`src/rtl/err_ctrl_pkg.sv`:
```
// rtl/err_ctrl_pkg.sv - shared constants and state encoding for the error-accumulation sequencer
//
// Holds the state enum, the number of weighted IR terms, the mux-select width
// and the settle-counter width used by err_compute_ctrl.
package err_ctrl_pkg;

  localparam int NUM_TERMS = 8;
  localparam int SEL_W     = 3;
  localparam int SETTLE_W  = 8;

  typedef enum logic [2:0] {
    IDLE   = 3'd0,
    CLR    = 3'd1,
    SETTLE = 3'd2,
    ACCUM  = 3'd3,
    DONE   = 3'd4
  } err_ctrl_state_t;

endpackage

```
`src/rtl/err_compute_ctrl.sv`:
```
// rtl/err_compute_ctrl.sv - sequencer for the line-follower error-accumulation datapath
//
// On each IR_vld it clears the accumulator, optionally waits SETTLE_CYC cycles,
// then steps the 8-way mux select through all weighted terms (even selects are
// right sensors and add, odd selects are left sensors and subtract) and finally
// pulses err_vld for the PID stage.
//
// Ports:
//   clk        in   system clock
//   rst_n      in   asynchronous active-low reset
//   IR_vld     in   single-cycle pulse, a new set of IR readings is stable
//   clr_accum  out  clears the datapath accumulator
//   en_accum   out  enables one datapath accumulate
//   sub        out  datapath subtracts the selected term
//   sel        out  datapath mux select
//   busy       out  a sequence is in progress
//   err_vld    out  single-cycle pulse, datapath error holds its final value
//
// Build option:
//   ERR_CTRL_RETRIG_EN  when defined, IR_vld while busy aborts the running
//                       sequence and restarts at CLR; otherwise one request
//                       is queued in a single-deep pending flag.
module err_compute_ctrl
  import err_ctrl_pkg::*;
#(
  parameter int SETTLE_CYC = 0
) (
  input  logic             clk,
  input  logic             rst_n,
  input  logic             IR_vld,
  output logic             clr_accum,
  output logic             en_accum,
  output logic             sub,
  output logic [SEL_W-1:0] sel,
  output logic             busy,
  output logic             err_vld
);

  localparam logic [2:0] ST_IDLE   = IDLE;
  localparam logic [2:0] ST_CLR    = CLR;
  localparam logic [2:0] ST_SETTLE = SETTLE;
  localparam logic [2:0] ST_ACCUM  = ACCUM;
  localparam logic [2:0] ST_DONE   = DONE;

  // The settle counter counts down to zero, so it is loaded with one less
  // than the number of settle cycles.
  localparam logic [SETTLE_W-1:0] SETTLE_LOAD =
    (SETTLE_CYC > 0) ? SETTLE_W'(SETTLE_CYC - 1) : '0;
  localparam logic [SEL_W-1:0] LAST_TERM = SEL_W'(NUM_TERMS - 1);

  logic [2:0]          state;
  logic [2:0]          state_nxt;
  logic [SEL_W-1:0]    term_cnt;
  logic [SETTLE_W-1:0] settle_cnt;

`ifndef ERR_CTRL_RETRIG_EN
  logic pending;
`endif

  always_comb begin
    state_nxt = state;
    case (state)
      ST_IDLE:   if (IR_vld) state_nxt = ST_CLR;
      ST_CLR:    state_nxt = (SETTLE_CYC > 0) ? ST_SETTLE : ST_ACCUM;
      ST_SETTLE: if (settle_cnt == '0) state_nxt = ST_ACCUM;
      ST_ACCUM:  if (term_cnt == LAST_TERM) state_nxt = ST_DONE;
`ifdef ERR_CTRL_RETRIG_EN
      ST_DONE:   state_nxt = ST_IDLE;
`else
      // A request seen in DONE itself is treated the same as a queued one.
      ST_DONE:   state_nxt = (pending || IR_vld) ? ST_CLR : ST_IDLE;
`endif
      default:   state_nxt = ST_IDLE;
    endcase
`ifdef ERR_CTRL_RETRIG_EN
    // Any new request while busy abandons the current sum and starts over.
    if (IR_vld && (state != ST_IDLE)) state_nxt = ST_CLR;
`endif
  end

  always_ff @(posedge clk or negedge rst_n) begin
    if (!rst_n) begin
      state      <= ST_IDLE;
      term_cnt   <= '0;
      settle_cnt <= '0;
    end else begin
      state <= state_nxt;

      if (state == ST_CLR)
        settle_cnt <= SETTLE_LOAD;
      else if ((state == ST_SETTLE) && (settle_cnt != '0))
        settle_cnt <= settle_cnt - 1'b1;

      // Natural 3-bit wrap brings the counter back to 0 after the last term;
      // the explicit clear covers a sequence aborted mid-ACCUM.
      if (state_nxt == ST_CLR)
        term_cnt <= '0;
      else if (state == ST_ACCUM)
        term_cnt <= term_cnt + 1'b1;
    end
  end

`ifndef ERR_CTRL_RETRIG_EN
  always_ff @(posedge clk or negedge rst_n) begin
    if (!rst_n)
      pending <= 1'b0;
    else if (state_nxt == ST_CLR)
      pending <= 1'b0;
    else if (IR_vld && (state != ST_IDLE))
      pending <= 1'b1;
  end
`endif

  always_comb begin
    clr_accum = (state == ST_CLR);
    en_accum  = (state == ST_ACCUM);
    sel       = en_accum ? term_cnt : '0;
    sub       = en_accum & term_cnt[0];
    busy      = (state != ST_IDLE);
    err_vld   = (state == ST_DONE);
  end

endmodule

```
`config.mk`:
```
export PLATFORM = sky130hd
export DESIGN_NAME = err_compute_ctrl
export DESIGN_NICKNAME = d
export VERILOG_FILES = /design/src/rtl/err_ctrl_pkg.sv /design/src/rtl/err_compute_ctrl.sv
export SDC_FILE = /design/constraint.sdc
export NUM_CORES = 1
export LEC_CHECK = 0
export CAP_MARGIN = 40
export CELL_PAD_IN_SITES_DETAIL_PLACEMENT = 1
export CELL_PAD_IN_SITES_GLOBAL_PLACEMENT = 1
export CORE_MARGIN = 1
export CORE_UTILIZATION = 35
export CTS_BUF_LIST = sky130_fd_sc_hd__clkbuf_2 sky130_fd_sc_hd__clkbuf_4 sky130_fd_sc_hd__clkbuf_8
export CTS_CLUSTER_SIZE = 24
export DETAILED_ROUTE_END_ITERATION = 10
export PLACE_DENSITY_LB_ADDON = 0.1
export SYNTH_ARGS = -nofsm -noshare
export SYNTH_HDL_FRONTEND = slang
export SYNTH_SLANG_ARGS = --single-unit
```
`constraint.sdc`:
```
create_clock -name clk -period 3 [get_ports clk]
set_clock_uncertainty 0.15 [all_clocks]
set_input_delay 0.6 -clock clk [delete_from_list [all_inputs] [get_ports clk]]
set_output_delay 0.6 -clock clk [all_outputs]
set_load 0.02 [all_outputs]
```
# --- Word-level counts from Yosys, hierarchy flattened ---
# Index checks and enable logic that the tools add are counted.
op_classes:
  add_sub_neg: 2
  eq_ne: 6
  mux: 12
  n_bitwise: 1
  reduce_logical: 10
op_table:
  columns: ["operator", "count"]
  rows:
  - ["$mux W3", 6]
  - ["$mux W8", 2]
  - ["$pmux W3 S5", 1]
  - ["$logic_not A8 Y1", 1]
  - ["$reduce_bool A8 Y1", 1]
  - ["$sub A8 B1 Y8 const B", 1]
  - ["$eq A3 B1 Y1 const B", 2]
  - ["$eq A3 B2 Y1 const B", 2]
  - ["$eq A3 B3 Y1 const B", 2]
  - ["$reduce_bool A2 Y1", 3]
  - ["$add A3 B1 Y3 const B", 1]
  - ["$logic_not A3 Y1", 1]
  - ["$mux W1", 3]
  - ["$reduce_bool A3 Y1", 1]
  - ["$logic_and A1 B1 Y1", 2]
  - ["$and A1 B1 Y1", 1]
  - ["$logic_or A1 B1 Y1", 1]
totals:
  regBits: 15
  output_inout_bits: 8
  word_cells: 35

# --- Logic depth before layout (Yosys ltp) ---
# Gate-level depths: netlist (run 1).
logic_depth:
  ltp_word: 5
  depth_mapped: 6
  ltp_nobuf: 6

# --- Worst setup path after synthesis (run 1) ---
# No wires, ideal clock.
synth_path:
  kind: "register -> output"
  from: "register state[0]"
  to: "output port sel[0]"
  arrival_time_ps: 1385
  slack_ps: 865
  path_stages_with_launch: 6
  path_buffers: 2
  cell_sequence: "dfrtp_1 buf_2 nand2_1 nor2_2 and2_1 buf_4"
synth_between:
  elab_chain_cells: 2
synth_rtl:
  columns: ["element", "line", "rtl"]
  rows:
  - ["start, declared", "err_compute_ctrl.sv:51", "logic [2:0] state;"]
  - ["start signal, assigned", "err_compute_ctrl.sv:87", "state <= state_nxt;"]
  - ["$eq A3 B2 Y1", "err_compute_ctrl.sv:116", "en_accum = (state == ST_ACCUM);"]
  - ["via en_accum", "err_compute_ctrl.sv:32", "output logic en_accum,"]
  - ["$mux W3", "err_compute_ctrl.sv:117", "sel = en_accum ? term_cnt : '0;"]
  - ["end, declared", "err_compute_ctrl.sv:34", "output logic [SEL_W-1:0] sel,"]
# The timed path passes the listed nets, and every way through them passes these cells.

# --- Worst setup path after layout (run 1) ---
layout_path:
  from: "register state[0]"
  to: "output port sub"
layout_between:
  elab_chain_cells: 2
layout_rtl:
  columns: ["element", "line", "rtl"]
  rows:
  - ["$eq A3 B2 Y1", "err_compute_ctrl.sv:116", null]
  - ["$and A1 B1 Y1", "err_compute_ctrl.sv:118", "sub = en_accum & term_cnt[0];"]
  - ["end, declared", "err_compute_ctrl.sv:33", "output logic sub,"]
# Every way passes these cells.

==> results of run 1 <==
-- power by group through the flow --
stage,clock (mW),sequential (mW),combinational (mW)
floorplan,0,0.259,0.272
global placement,0,0.288,0.361
detailed placement,0,0.294,0.368
CTS,0.127,0.289,0.370
global route,0.136,0.297,0.402
finish,0.122,0.288,0.361
-- logic make-up after synthesis --
family          synth area share (%)
xor+xnor                        3.14
buf+inv                         4.48
fa+ha+maj                       4.48
mux                             7.18
compound gates                  8.97
flops                           44.8
simple gates                    26.9
-- state kept, by name, summed over array words and instances (netlist names) --
register    cells
pending         1
settle_cnt      8
state           3
term_cnt        3
-- worst max-delay path by stage --
stage	startpoint	to	depth (start not counted)
final	state[0]	sub	4
after global routing	state[0]	sub	4
after CTS	state[0]	sub	4
after detailed placement	state[0]	sub	4
after global placement	state[0]	sub	4
after floorplan	state[0]	sel[0]	5
-- layout by cell type (no fill, tap or decap), types with 3 or more instances in the layout --
cell             instances
and2_1                   5
dfrtp_1                 15
clkbuf_4                 3
nor2_1                   9
mux2i_1                  6
a21oi_1                  4
nand2_1                  9
inv_1                    4
nor3_1                   4
ha_1                     3
clkdlybuf4s50_1         10
-- metal layers --
layer	track usage (%)	vias to the layer above	part of all wire, %
li1	-	313	-
met1	22.7	312	52
met2	24.3	4	45
met3	3.57	2	1.6
met4	8.33	0	0.94
met5	0	-	0
-- stage by stage --
stage	util (%)	area [um2]	setup slack [ns]	power, mW	hold WS [ns]
after floorplan	-	837	0.865	0.531	0.154
after detailed placement	42.5	950	0.550	0.661	0.350
after global placement	42.5	950	0.623	0.649	0.312
final	43.8	977	0.267	0.771	0.371
after global routing	43.8	977	0.125	0.834	0.418
after CTS	43.8	977	0.222	0.786	0.373
-- area by class of cell --
class                   instances  area, um2  share of cell area (%)
clock inverters                 1       5.00                   0.512
well taps                      28       35.0                    3.59
clock buffers                   3       22.5                    2.30
inverters                       4       15.0                    1.54
flip-flops and latches         15        375                    38.4
repair buffers                 10        100                    10.2
multi-input cells              62        424                    43.4
==> impl_metrics.toml, run 1 <==
[route]
via_per_inst = 5.13
drt_iter0_drc = 8
dr_total_vias = 631
wl_um = 1700
postRouteAntennaNets = 0
detail_route.wl_per_cell_um = 13.8
drc = 0
dr.pass1.iters = 3

[power]
p_switching_mw = 0.307
clkPwrFrac_pct = 15.8
power.density_nw_per_um2 = 789
power_frac_comb_pct = 46.9
seqPwrFrac_pct = 37.4
ir_drop_mv = 0.518
p_int_mw = 0.464
leakage_nw = 0.424
p_sw_share_pct = 39.8

[hold_path]
hold_path_startpoint = "pending"
hold_depth = 1
hp-class = "flip-flop to flip-flop"
hold_end = "pending"

[yosys]
yosys-top-cells-area = "dfrtp_1 (45%), mux2i_1 (7.2%), ha_1 (4.5%), nand2_1 (4.0%), nor2_1 (4.0%)"
synthCells = 85
synth_area_leader_cell = "dfrtp_1"
synthFlopType = "dfrtp_1"
yosysMostFrequentCell = "dfrtp_1"
ys_seq_elements = 15
synth_area_um2 = 837
ys_warn_count = 0
yosysTopAreaCellShare_pct = 44.8
syn_nets = 91
synth_edf_count = 0
syn_avg_cell_area_um2 = 9.85
seq_area_frac_synth_pct = 44.8
synth_cell_types = 29
synth_common_cells = "dfrtp_1 (15), nand2_1 (9), nor2_1 (9), mux2i_1 (6), and2_1 (5)"
synthArstFlopShare_pct = 100

[floorplanning]
die_x_um = 50.9
coreArea_um2 = 2230
die_h_um = 50.9
initial_core_util_pct = 37.5
dieArea_um2 = 2590
fp-row-count = 17
io_pins = 11

[worst_setup_path]
regToRegSetupSlack_ns = 1.14
path_buf_inv = 1
worstPathCellList = "nand2_1, nor2_2, and2_1, clkdlybuf4s50_1"
ff2ff_path_depth = 6
crit_family = "buffers and inverters"
critPathCaptureType = "primary output"
critPathMaxStageDelay_ns = 0.60
path_class = "flip-flop to primary output"
required_ns = 2.25
reg2reg_from = "settle_cnt[0]"
reg2reg_to = "settle_cnt[6]"
path_max_fanout = 9
cp.arrival_ns = 1.98
startpoint_type = "flip-flop"
cp_slowest_cell = "clkdlybuf4s50_1"

[timing]
period_minus_slack_ns = 2.73
setup_viol = 0
slew_headroom_pct = 52.7
drv_slew = 0
fmax_mhz = 366
setup-tns-final_ns = 0
hold_viol_final = 0
rsz0062_at_grt = "no"
tightest_slew_ns = 0.707
finalCritPeriodShare_pct = 91.1

[clock_tree]
clk_pin_slew_ns = 0.10
cts_setup_buffers = 0
cts_tree = "built"
cts.sinks = 15
clock_path_buffers = 2
clk_latency_ns = 0.29
post_cts_resized = 0
cts_max_level = 1
cts_root_buf = "clkbuf_4"
numCtsBuffers = 3
holdBufCountCts = 0

[outcome]
status = "completed"

[cells_and_area]
area_growth_pct = 16.7
finalNonFillerCells = 123
nets = 102
n_antenna_cell = 0
drive_above_1_share_pct = 11.6
fillCellCount = 265

[placed_design]
portBuffers = 10
gp_congestion = 0.748
dp_hpwl_um = 1250
dp_cells = 119

[global_routing]
first_global_vias = 663
grt-ovfl-total = 0
grt_antenna_before_repair = 0
track_usage_pct = 16.6
grt_max_degree = 16
grt_pass1_wl_um = 3130

[run]
max_cap_violations = 0
No activity file was read; power rests on OpenSTA's default activity.
==> run 2, diff against run 1 <==
- clock period: 3 -> 2.9 ns (I/O delays scaled with it)
==> results of run 2 <==
Same layout as run 1 (identical final DEF). Status: completed.
Main changes from that run: setup slack after placement 0.550 ns -> 0.470 ns; setup slack after layout 0.267 ns -> 0.187 ns; register-to-register setup slack 1.14 ns -> 1.04 ns; total power 0.771 mW -> 0.798 mW; worst IR drop on VDD 0.518 mV -> 0.536 mV
